[config.mk]
export PLATFORM = sky130hd
export DESIGN_NAME = uart_fifo_bridge
export DESIGN_NICKNAME = d
export VERILOG_FILES = /design/src/rtl/uart_pkg.sv /design/src/rtl/sync_fifo.sv /design/src/rtl/uart_fifo_bridge.sv
export SDC_FILE = /design/constraint.sdc
export NUM_CORES = 1
export LEC_CHECK = 0
export CAP_MARGIN = 20
export CORE_AREA = 2 2 225 116
export DETAILED_ROUTE_END_ITERATION = 12
export DIE_AREA = 0 0 227 118
export PLACE_DENSITY = 0.8
export SYNTH_ARGS = -nofsm -noshare
export SYNTH_HDL_FRONTEND = slang
export SYNTH_SLANG_ARGS = --single-unit
[constraint.sdc]
create_clock -name clk -period 3.5 [get_ports clk]
set_input_delay 1.05 -clock clk [delete_from_list [all_inputs] [get_ports clk]]
set_output_delay 1.05 -clock clk [all_outputs]
set_load 0.01 [all_outputs]
[src/rtl/uart_pkg.sv]
// Shared constants and types for the UART FIFO bridge: default depth,
// the UART core's "no byte" marker, status word layout and TX FSM states.
package uart_pkg;

  localparam int DEPTH_LOG2_DEFAULT = 4;

  localparam logic [31:0] UART_NO_DATA = 32'hFFFF_FFFF;

  localparam int STA_TX_LEVEL_LSB = 0;
  localparam int STA_RX_LEVEL_LSB = 8;
  localparam int STA_TX_FULL      = 16;
  localparam int STA_TX_EMPTY     = 17;
  localparam int STA_RX_FULL      = 18;
  localparam int STA_RX_EMPTY     = 19;
  localparam int STA_TX_BUSY      = 20;

  typedef enum logic {
    TX_IDLE  = 1'b0,
    TX_WRITE = 1'b1
  } tx_state_t;

endpackage

[src/rtl/sync_fifo.sv]
// Byte-wide synchronous FIFO with first-word-fall-through head output.
// A push is judged against the pre-pop fullness, so a full FIFO refuses it.
module sync_fifo #(
  parameter int DEPTH_LOG2 = 4
) (
  input  logic                  clk,
  input  logic                  resetn,
  input  logic                  push,
  input  logic                  pop,
  input  logic [7:0]            din,
  output logic                  full,
  output logic                  empty,
  output logic [DEPTH_LOG2:0]   level,
  output logic [7:0]            head
);

  localparam int DEPTH = 1 << DEPTH_LOG2;

  logic [7:0]            mem [DEPTH];
  logic [DEPTH_LOG2-1:0] wr_ptr;
  logic [DEPTH_LOG2-1:0] rd_ptr;
  logic                  push_ok;
  logic                  pop_ok;

  // Level can only reach DEPTH, so its top bit alone marks a full FIFO.
  assign full    = level[DEPTH_LOG2];
  assign empty   = (level == '0);
  assign push_ok = push && !full;
  assign pop_ok  = pop && !empty;
  assign head    = mem[rd_ptr];

  always_ff @(posedge clk) begin
    if (!resetn) begin
      wr_ptr <= '0;
      rd_ptr <= '0;
      level  <= '0;
    end else begin
      if (push_ok) wr_ptr <= wr_ptr + 1'b1;
      if (pop_ok)  rd_ptr <= rd_ptr + 1'b1;
      case ({push_ok, pop_ok})
        2'b10:   level <= level + 1'b1;
        2'b01:   level <= level - 1'b1;
        default: level <= level;
      endcase
    end
  end

  // Storage is never reset; stale entries are unreachable once pointers clear.
  always_ff @(posedge clk) begin
    if (push_ok) mem[wr_ptr] <= din;
  end

endmodule

[src/rtl/uart_fifo_bridge.sv]
// CPU-to-UART bridge: a TX FIFO drained by a two-state issue FSM and an RX
// FIFO filled straight from the UART core, plus a combinational status word.
module uart_fifo_bridge
  import uart_pkg::*;
#(
  parameter int DEPTH_LOG2 = DEPTH_LOG2_DEFAULT
) (
  input  logic        clk,
  input  logic        resetn,
  input  logic        bus_dat_we,
  input  logic [31:0] bus_dat_di,
  input  logic        bus_dat_re,
  output logic [31:0] bus_dat_do,
  output logic        bus_dat_wait,
  output logic [31:0] bus_sta_do,
  output logic        uart_we,
  output logic [31:0] uart_di,
  input  logic        uart_wait,
  output logic        uart_re,
  input  logic [31:0] uart_do
);

  tx_state_t             state;
  tx_state_t             state_next;
  logic                  tx_full, tx_empty, rx_full, rx_empty;
  logic [DEPTH_LOG2:0]   tx_level, rx_level;
  logic [7:0]            tx_head, rx_head;
  logic                  tx_push, tx_pop, rx_push, rx_pop;
  logic                  bus_di_unused;

  assign bus_di_unused = ^bus_dat_di[31:8];

  assign tx_push      = bus_dat_we && !tx_full;
  assign bus_dat_wait = bus_dat_we && tx_full;
  assign tx_pop       = uart_we && !uart_wait;

  // 0xFF arrives zero-extended, so only the all-ones word means "no byte".
  assign uart_re    = resetn && (uart_do != UART_NO_DATA) && !rx_full;
  assign rx_push    = uart_re;
  assign rx_pop     = bus_dat_re && !rx_empty;
  assign bus_dat_do = rx_empty ? UART_NO_DATA : {24'b0, rx_head};

  sync_fifo #(.DEPTH_LOG2(DEPTH_LOG2)) u_tx_fifo (
    .clk    (clk),
    .resetn (resetn),
    .push   (tx_push),
    .pop    (tx_pop),
    .din    (bus_dat_di[7:0]),
    .full   (tx_full),
    .empty  (tx_empty),
    .level  (tx_level),
    .head   (tx_head)
  );

  sync_fifo #(.DEPTH_LOG2(DEPTH_LOG2)) u_rx_fifo (
    .clk    (clk),
    .resetn (resetn),
    .push   (rx_push),
    .pop    (rx_pop),
    .din    (uart_do[7:0]),
    .full   (rx_full),
    .empty  (rx_empty),
    .level  (rx_level),
    .head   (rx_head)
  );

  always_ff @(posedge clk) begin
    if (!resetn) state <= TX_IDLE;
    else         state <= state_next;
  end

  // Returning to IDLE after every accept caps issue at one byte per two cycles.
  always_comb begin
    state_next = state;
    case (state)
      TX_IDLE:  if (!tx_empty) state_next = TX_WRITE;
      TX_WRITE: if (tx_pop)    state_next = TX_IDLE;
      default:  state_next = TX_IDLE;
    endcase
  end

  always_comb begin
    uart_we = (state == TX_WRITE);
    uart_di = {24'b0, tx_head};
  end

  always_comb begin
    bus_sta_do                                  = '0;
    bus_sta_do[STA_TX_LEVEL_LSB +: 8]           = 8'(tx_level);
    bus_sta_do[STA_RX_LEVEL_LSB +: 8]           = 8'(rx_level);
    bus_sta_do[STA_TX_FULL]                     = tx_full;
    bus_sta_do[STA_TX_EMPTY]                    = tx_empty;
    bus_sta_do[STA_RX_FULL]                     = rx_full;
    bus_sta_do[STA_RX_EMPTY]                    = rx_empty;
    bus_sta_do[STA_TX_BUSY]                     = (state == TX_WRITE);
  end

endmodule

# Word level (Yosys, flattened, before mapping)

Memory sizes are Yosys's and may differ from the RTL's. A register that Yosys moved wholly into a read port is not among the register bits.
Index checks and enable logic that the tools add are counted.

$add $sub $neg: 8
Equal/unequal tests: 5
Muxes and demuxes: 14
Bitwise operators: 1
Reductions and logical operators: 19

Operators by type and width:

| cell                 | number |
|---|---|
| $mux 32              | 1 |
| $ne 32x32->1 const B | 1 |
| $pmux 5 s2           | 2 |
| $add 4x1->4 const B  | 4 |
| $mux 4               | 4 |
| $add 5x1->5 const B  | 2 |
| $logic_and 1x1->1    | 10 |
| $logic_not 5->1      | 2 |
| $sub 5x1->5 const B  | 2 |
| $mux 1               | 6 |
| $logic_not 1->1      | 5 |
| $eq 2x1->1 const B   | 2 |
| $eq 2x2->1 const B   | 2 |
| $reduce_bool 2->1    | 2 |
| $pmux 1 s2           | 1 |
| $not 1->1            | 1 |

Bits in registers: 27
RAM bits: 256
Bits of input ports: 69
Output and inout port bits: 99
Word-level logic and storage cells: 56
Memories kept: 2

Memory list:

| memory        | words | bits a word | read ports | clocked after memory_dff | wr ports | line            | text |
|---|---|---|---|---|---|---|---|
| u_rx_fifo.mem | 16    | 8           | 1          | 1                        | 1        | sync_fifo.sv:19 | `logic [7:0] mem [DEPTH];` |
| u_tx_fifo.mem | 16    | 8           | 1          | 1                        | 1        | sync_fifo.sv:19 |  |

# Logic depth before layout (Yosys ltp)

Word-level depth: 6
Gate-level depth with buffers: 12

# Cells and area by module

A second synthesis with hierarchy kept.

Cells, all modules: 691
Area total of the unflattened synthesis: 12284.3 µm²

By module, submodules not included:

| module           | times used | cells each | area an instance (µm²) | sequential area each (µm²) |
|---|---|---|---|---|
| sync_fifo        | 2          | 296        | 5786.8                 | 4184.0 |
| uart_fifo_bridge | 1          | 99         | 710.7                  | 20.0 |

# Worst setup path after synthesis

OpenSTA, ideal clock, no wires.

Kind: register to output
Start point: reg u_rx_fifo.level[1]
End point: out bus_dat_do[7]
Data arrival time: 2.412 ns
Slack: 0.038 ns
Stages on the path, launching flop included: 5
Cell sequence: dfxtp_1 or4_1 nor2_1 nor2_1 a22oi_1

Cells in the longest elaborated chain, start to end: 2

RTL lines:

| element                  | line                   | text |
|---|---|---|
| start: declaration       | sync_fifo.sv:13        | `output logic [DEPTH_LOG2:0] level,` |
| start signal: assignment | sync_fifo.sv:41        | `2'b10: level <= level + 1'b1;` |
| start signal: assignment | sync_fifo.sv:42        | `2'b01: level <= level - 1'b1;` |
| start signal: assignment | sync_fifo.sv:43        | `default: level <= level;` |
| $logic_not 5->1          | sync_fifo.sv:27        | `assign empty = (level == '0);` |
| named net rx_empty       | uart_fifo_bridge.sv:25 | `logic tx_full, tx_empty, rx_full, rx_empty;` |
| $mux 32                  | uart_fifo_bridge.sv:41 | `assign bus_dat_do = rx_empty ? UART_NO_DATA : {24'b0, rx_head};` |
| end: declaration         | uart_fifo_bridge.sv:13 | `output logic [31:0] bus_dat_do,` |

The timed path passes the listed nets, and every way through them passes these cells.

==> flow_results.org <==
** Timing
- Clock skew after layout :: 17.3 ps
- The final number of max-transition violations was 0.
- Final Hold Viols :: 0
- Setup violations remaining at the end of the flow were counted as 0.
- Subtracting the final worst setup slack from the clock period gives 3460 ps.
- Period Utilization, post-route :: 0.989
- After layout, the worst setup slack is 37.5 ps.
- Unrepaired setup endpoints after global routing :: true
- Max Clk Rate :: 0.289 GHz
- For the final routed database, the setup TNS stands at 0 ps.
- For the pin with the worst max-slew slack, the measured transition is 1010 ps.
- Relative max-transition margin :: 0.325

** GRT
- Entering global routing, the biggest net connects 33 pins.
- Number of antenna violations at the first check in global routing :: 0
- Vias in the first global route :: 6309
- Summed over all layers, the global routing overflow is 0.
- Overall track demand over capacity in global routing :: 0.192
- The first global-routing pass estimated 38000 um of wire.

** CTS
- At the later pin of the worst-skew pair, clock insertion delay measures 520 ps.
- Clock Path Buffers :: 3
- The tree is rooted in a sky130_fd_sc_hd__clkbuf_16.
- TritonCTS built the clock tree.
- CTS built an H-tree with a depth of 1.
- TritonCTS Buffers :: 25
- Number of sinks driven by the clock tree :: 291
- Clock slew at the register clock pins of the worst setup and hold paths :: 70 ps
- Post-CTS Hold Fix Bufs :: 0

** Route
- For this block, the routed nets add up to 25500 um of wire.
- Number of DRC violations after detailed routing :: 0
- The detail route stage leaves a number of antenna-violating nets equal to 0.
- Drt wl/cell :: 21.5 um
- Vias :: 6403
- Using the TritonRoute via totals, the vias-per-cell ratio works out to 5.40.
- DR iter-0 viols :: 698
- The pre-antenna-repair detailed-routing pass consisted of 5 iterations.

** Floorplanning
- The core region is 0.0248 sq mm.
- Chip Height :: 118 um
- The die covers 0.0268 sq mm.
- 168 I/O pins were placed.
- Starting utilization of the core area :: 0.494
- The initialized floorplan defines 41 standard-cell rows.
- Horizontal extent of the die :: 227 um

** Placed design
- Before CTS, the worst setup slack after placement is -711 ps.
- DP HPWL :: 16700 um
- Number of placed cells counting well taps :: 1120
- Input and output buffers added on the ports amount to 102.
- Final estimated routing congestion in global placement :: 0.779

** Synth
- In this run, synthesis inferred 256 flip-flops with an integrated enable.
- Synthesis warning total :: 0
- Count of different cell masters after synthesis :: 45
- Post-Synthesis Mean Instance Area :: 18.0 sq um
- Of all flip-flops after synthesis, the portion carrying an async set or reset was 0.
- Post-synthesis sequential area ratio :: 0.684
- The mapped netlist covers 0.0123 sq mm.
- For this run, the leading register cell type out of synthesis is sky130_fd_sc_hd__edfxtp_1.
- Mapped Cells :: 680
- In this run, synthesis produced a sequential element count of 291.

** Power and ir drop
- P_int :: 7030 uW
- VDD sags by at most 0.646 mV.
- Total power density per cell area :: 664 mW/mm^2
- The share of total power dissipated in combinational logic is 0.323.
- Net switching power figure :: 2730 uW
- Of the total power, the clock network draws 0.258.
- Switching share of total power :: 0.280
- For this design the static power due to leakage is 0.00503 uW.
- Sequential group share of total power :: 0.419

** Setup path
- WP buf/inv :: 3
- Largest driver fanout on the critical path :: 6
- Startpoint types :: register
- Series of cell instances along the critical path :: buf_12 > buf_12 > mux4_2 > mux4_2 > buf_6
- STA classifies the critical path endpoint as an output port.
- Biggest cell delay along the critical path :: 520 ps
- Cell class contributing the biggest share of worst-path delay :: multiplexers
- Slowest cell on crit path :: sky130_fd_sc_hd__mux4_2
- Data required time at the worst endpoint :: 2450 ps
- Kind of critical path :: reg -> out
- Crit path DAT :: 2410 ps
- The worst register-to-register path begins at u_tx_fifo.level[1].

** Min path
- Min-Delay Startpoint :: u_rx_fifo.rd_ptr[3]
- Hold WC Path Type :: reg -> reg

** Cells and area
- For this run, the number of standard cells in the final layout without fillers is 1185.
- 0 antenna diodes ended up in the layout.
- # fillers :: 1832
- Share of post-route cells with drive strength above 1 :: 0.238
- The final layout contains 913 nets.
- Area grow syn2layout :: 19.8%

** Job
- Number of maximum-capacitance constraint violations :: 0

** Run status
- Result of the run :: completed
per-layer routing:
metal | share of wire | global-route usage | up-vias
met4 | 0.010 | 0.0327 | 0
li1 | - | - | 2823
met2 | 0.42 | 0.261 | 279
met5 | 0 | 0 | -
met3 | 0.089 | 0.0427 | 23
met1 | 0.48 | 0.316 | 3278
power by group through the flow:
stage | registers, uW | clock network [uW] | logic, uW
2_1_floorplan | 4110 | 0 | 2010
3_3_place_gp | 4150 | 0 | 2950
3_5_place_dp | 4150 | 0 | 2990
4_1_cts | 4080 | 2560 | 3150
5_1_grt | 4110 | 2690 | 3370
6_report | 4090 | 2520 | 3160
cells by family after synthesis:
group | share of synthesized area
fa+ha+maj | 0.0216
other cells | 0.000306
buf+inv | 0.0622
mux | 0.157
xor+xnor | 0.00999
compound gates | 0.0163
flops | 0.684
simple gates | 0.0486
what timing repair did:
| action | CTS | global route |
|---|---|---|
| pin swaps | 9 | 7 |
| buffers inserted | 15 | 6 |
| gates cloned | 3 | 0 |
| resized for setup | 86 | 25 |
| setup endpoints to repair | 43 | 35 |
cell type report:
class | instances | area [sq um] | area share
Clock inverter | 10 | 57.6 | 0.00391
Tap cell | 344 | 430 | 0.0293
Sequential cell | 291 | 8400 | 0.571
Multi-Input combinational cell | 314 | 3330 | 0.226
Timing Repair Buffer | 177 | 1770 | 0.120
Clock buffer | 34 | 669 | 0.0455
Inverter | 15 | 56.3 | 0.00383
final timing paths:
path | end | slack (ps) | cells past startpoint
min | u_rx_fifo.rd_ptr[3] | 540 | 2
max reg2reg | u_tx_fifo.level[4] | 690 | 9
max | uart_di[6] | 40 | 5
min reg2reg | u_rx_fifo.rd_ptr[3] | 540 | 2
cell usage after synthesis, types with 2 or more instances:
| library cell | n | area (sq um) |
|---|---|---|
| sky130_fd_sc_hd__nand3_1 | 6 | 30.0 |
| sky130_fd_sc_hd__a21o_1 | 2 | 15.0 |
| sky130_fd_sc_hd__nand2b_1 | 4 | 25.0 |
| sky130_fd_sc_hd__buf_8 | 2 | 30.0 |
| sky130_fd_sc_hd__a22oi_1 | 8 | 60.1 |
| sky130_fd_sc_hd__xor2_1 | 9 | 78.8 |
| sky130_fd_sc_hd__clkbuf_1 | 10 | 37.5 |
| sky130_fd_sc_hd__buf_1 | 8 | 30.0 |
| sky130_fd_sc_hd__mux4_1 | 24 | 631 |
| sky130_fd_sc_hd__mux4_2 | 48 | 1080 |
| sky130_fd_sc_hd__nand4_1 | 11 | 68.8 |
| sky130_fd_sc_hd__dfxtp_1 | 35 | 701 |
| sky130_fd_sc_hd__nor2_1 | 39 | 146 |
| sky130_fd_sc_hd__nor2b_1 | 6 | 37.5 |
| sky130_fd_sc_hd__a21oi_1 | 11 | 55.1 |
| sky130_fd_sc_hd__or4_1 | 2 | 15.0 |
| sky130_fd_sc_hd__xnor2_1 | 5 | 43.8 |
| sky130_fd_sc_hd__nand3b_1 | 6 | 45.0 |
| sky130_fd_sc_hd__buf_2 | 3 | 15.0 |
| sky130_fd_sc_hd__fa_1 | 2 | 40.0 |
| sky130_fd_sc_hd__buf_4 | 75 | 563 |
| sky130_fd_sc_hd__o31ai_1 | 2 | 15.0 |
| sky130_fd_sc_hd__nor3_1 | 7 | 35.0 |
| sky130_fd_sc_hd__and2_1 | 17 | 106 |
| sky130_fd_sc_hd__o21ai_1 | 2 | 10.0 |
| sky130_fd_sc_hd__inv_1 | 13 | 48.8 |
| sky130_fd_sc_hd__nand2_1 | 10 | 37.5 |
| sky130_fd_sc_hd__ha_1 | 18 | 225 |
| sky130_fd_sc_hd__mux2i_1 | 22 | 220 |
| sky130_fd_sc_hd__edfxtp_1 | 256 | 7690 |
| sky130_fd_sc_hd__nor4_1 | 2 | 12.5 |
| sky130_fd_sc_hd__or3b_1 | 2 | 17.5 |
metrics by stage:
step                power, uW  utilization  hold WS [ps]  cell area (sq um)
floorplan                6130            -           482              12400
global placement         7100        0.550           502              13700
detailed placement       7140        0.550           524              13700
CTS                      9790        0.587           540              14600
global route            10200        0.592           568              14700
finish                   9760        0.592           537              14700
cell usage in the layout, fill, tap and decap left out, drive strengths merged, types with 4 or more instances in the layout:
cell type | Yosys | final
ha | 18 | 18
nor2 | 39 | 39
dfxtp | 35 | 35
conb | 1 | 41
dlymetal6s2s | 0 | 9
nand3b | 6 | 6
dlygate4sd2 | 0 | 17
xor2 | 9 | 9
mux2i | 22 | 22
nor2b | 6 | 6
buf | 90 | 82
nand4 | 11 | 11
and2 | 17 | 17
nand2b | 4 | 4
a21oi | 11 | 11
xnor2 | 5 | 5
edfxtp | 256 | 256
a22oi | 8 | 8
nor3 | 7 | 7
nand3 | 6 | 6
mux4 | 72 | 72
inv | 14 | 15
clkbuf | 10 | 36
clkinv | 1 | 8
nand2 | 10 | 10
clkdlybuf4s50 | 0 | 66
state kept, by name (all words and copies together) (netlist names), named ones only:
name,cells
u_rx_fifo.wr_ptr,4
uart_we,1
u_rx_fifo.level,5
u_tx_fifo.level,5
u_tx_fifo.mem,128
u_tx_fifo.wr_ptr,4
u_tx_fifo.rd_ptr,4
u_rx_fifo.rd_ptr,4
u_rx_fifo.mem,128
worst register-to-register path: cells and delay by family, from the launching register on:
family          cells  cell delay (ps)
flops               1              360
compound gates      3              520
simple gates        3             1110
mux                 1              120
fa+ha+maj           2              580
Note: power is estimated with default switching activity, not from simulation.
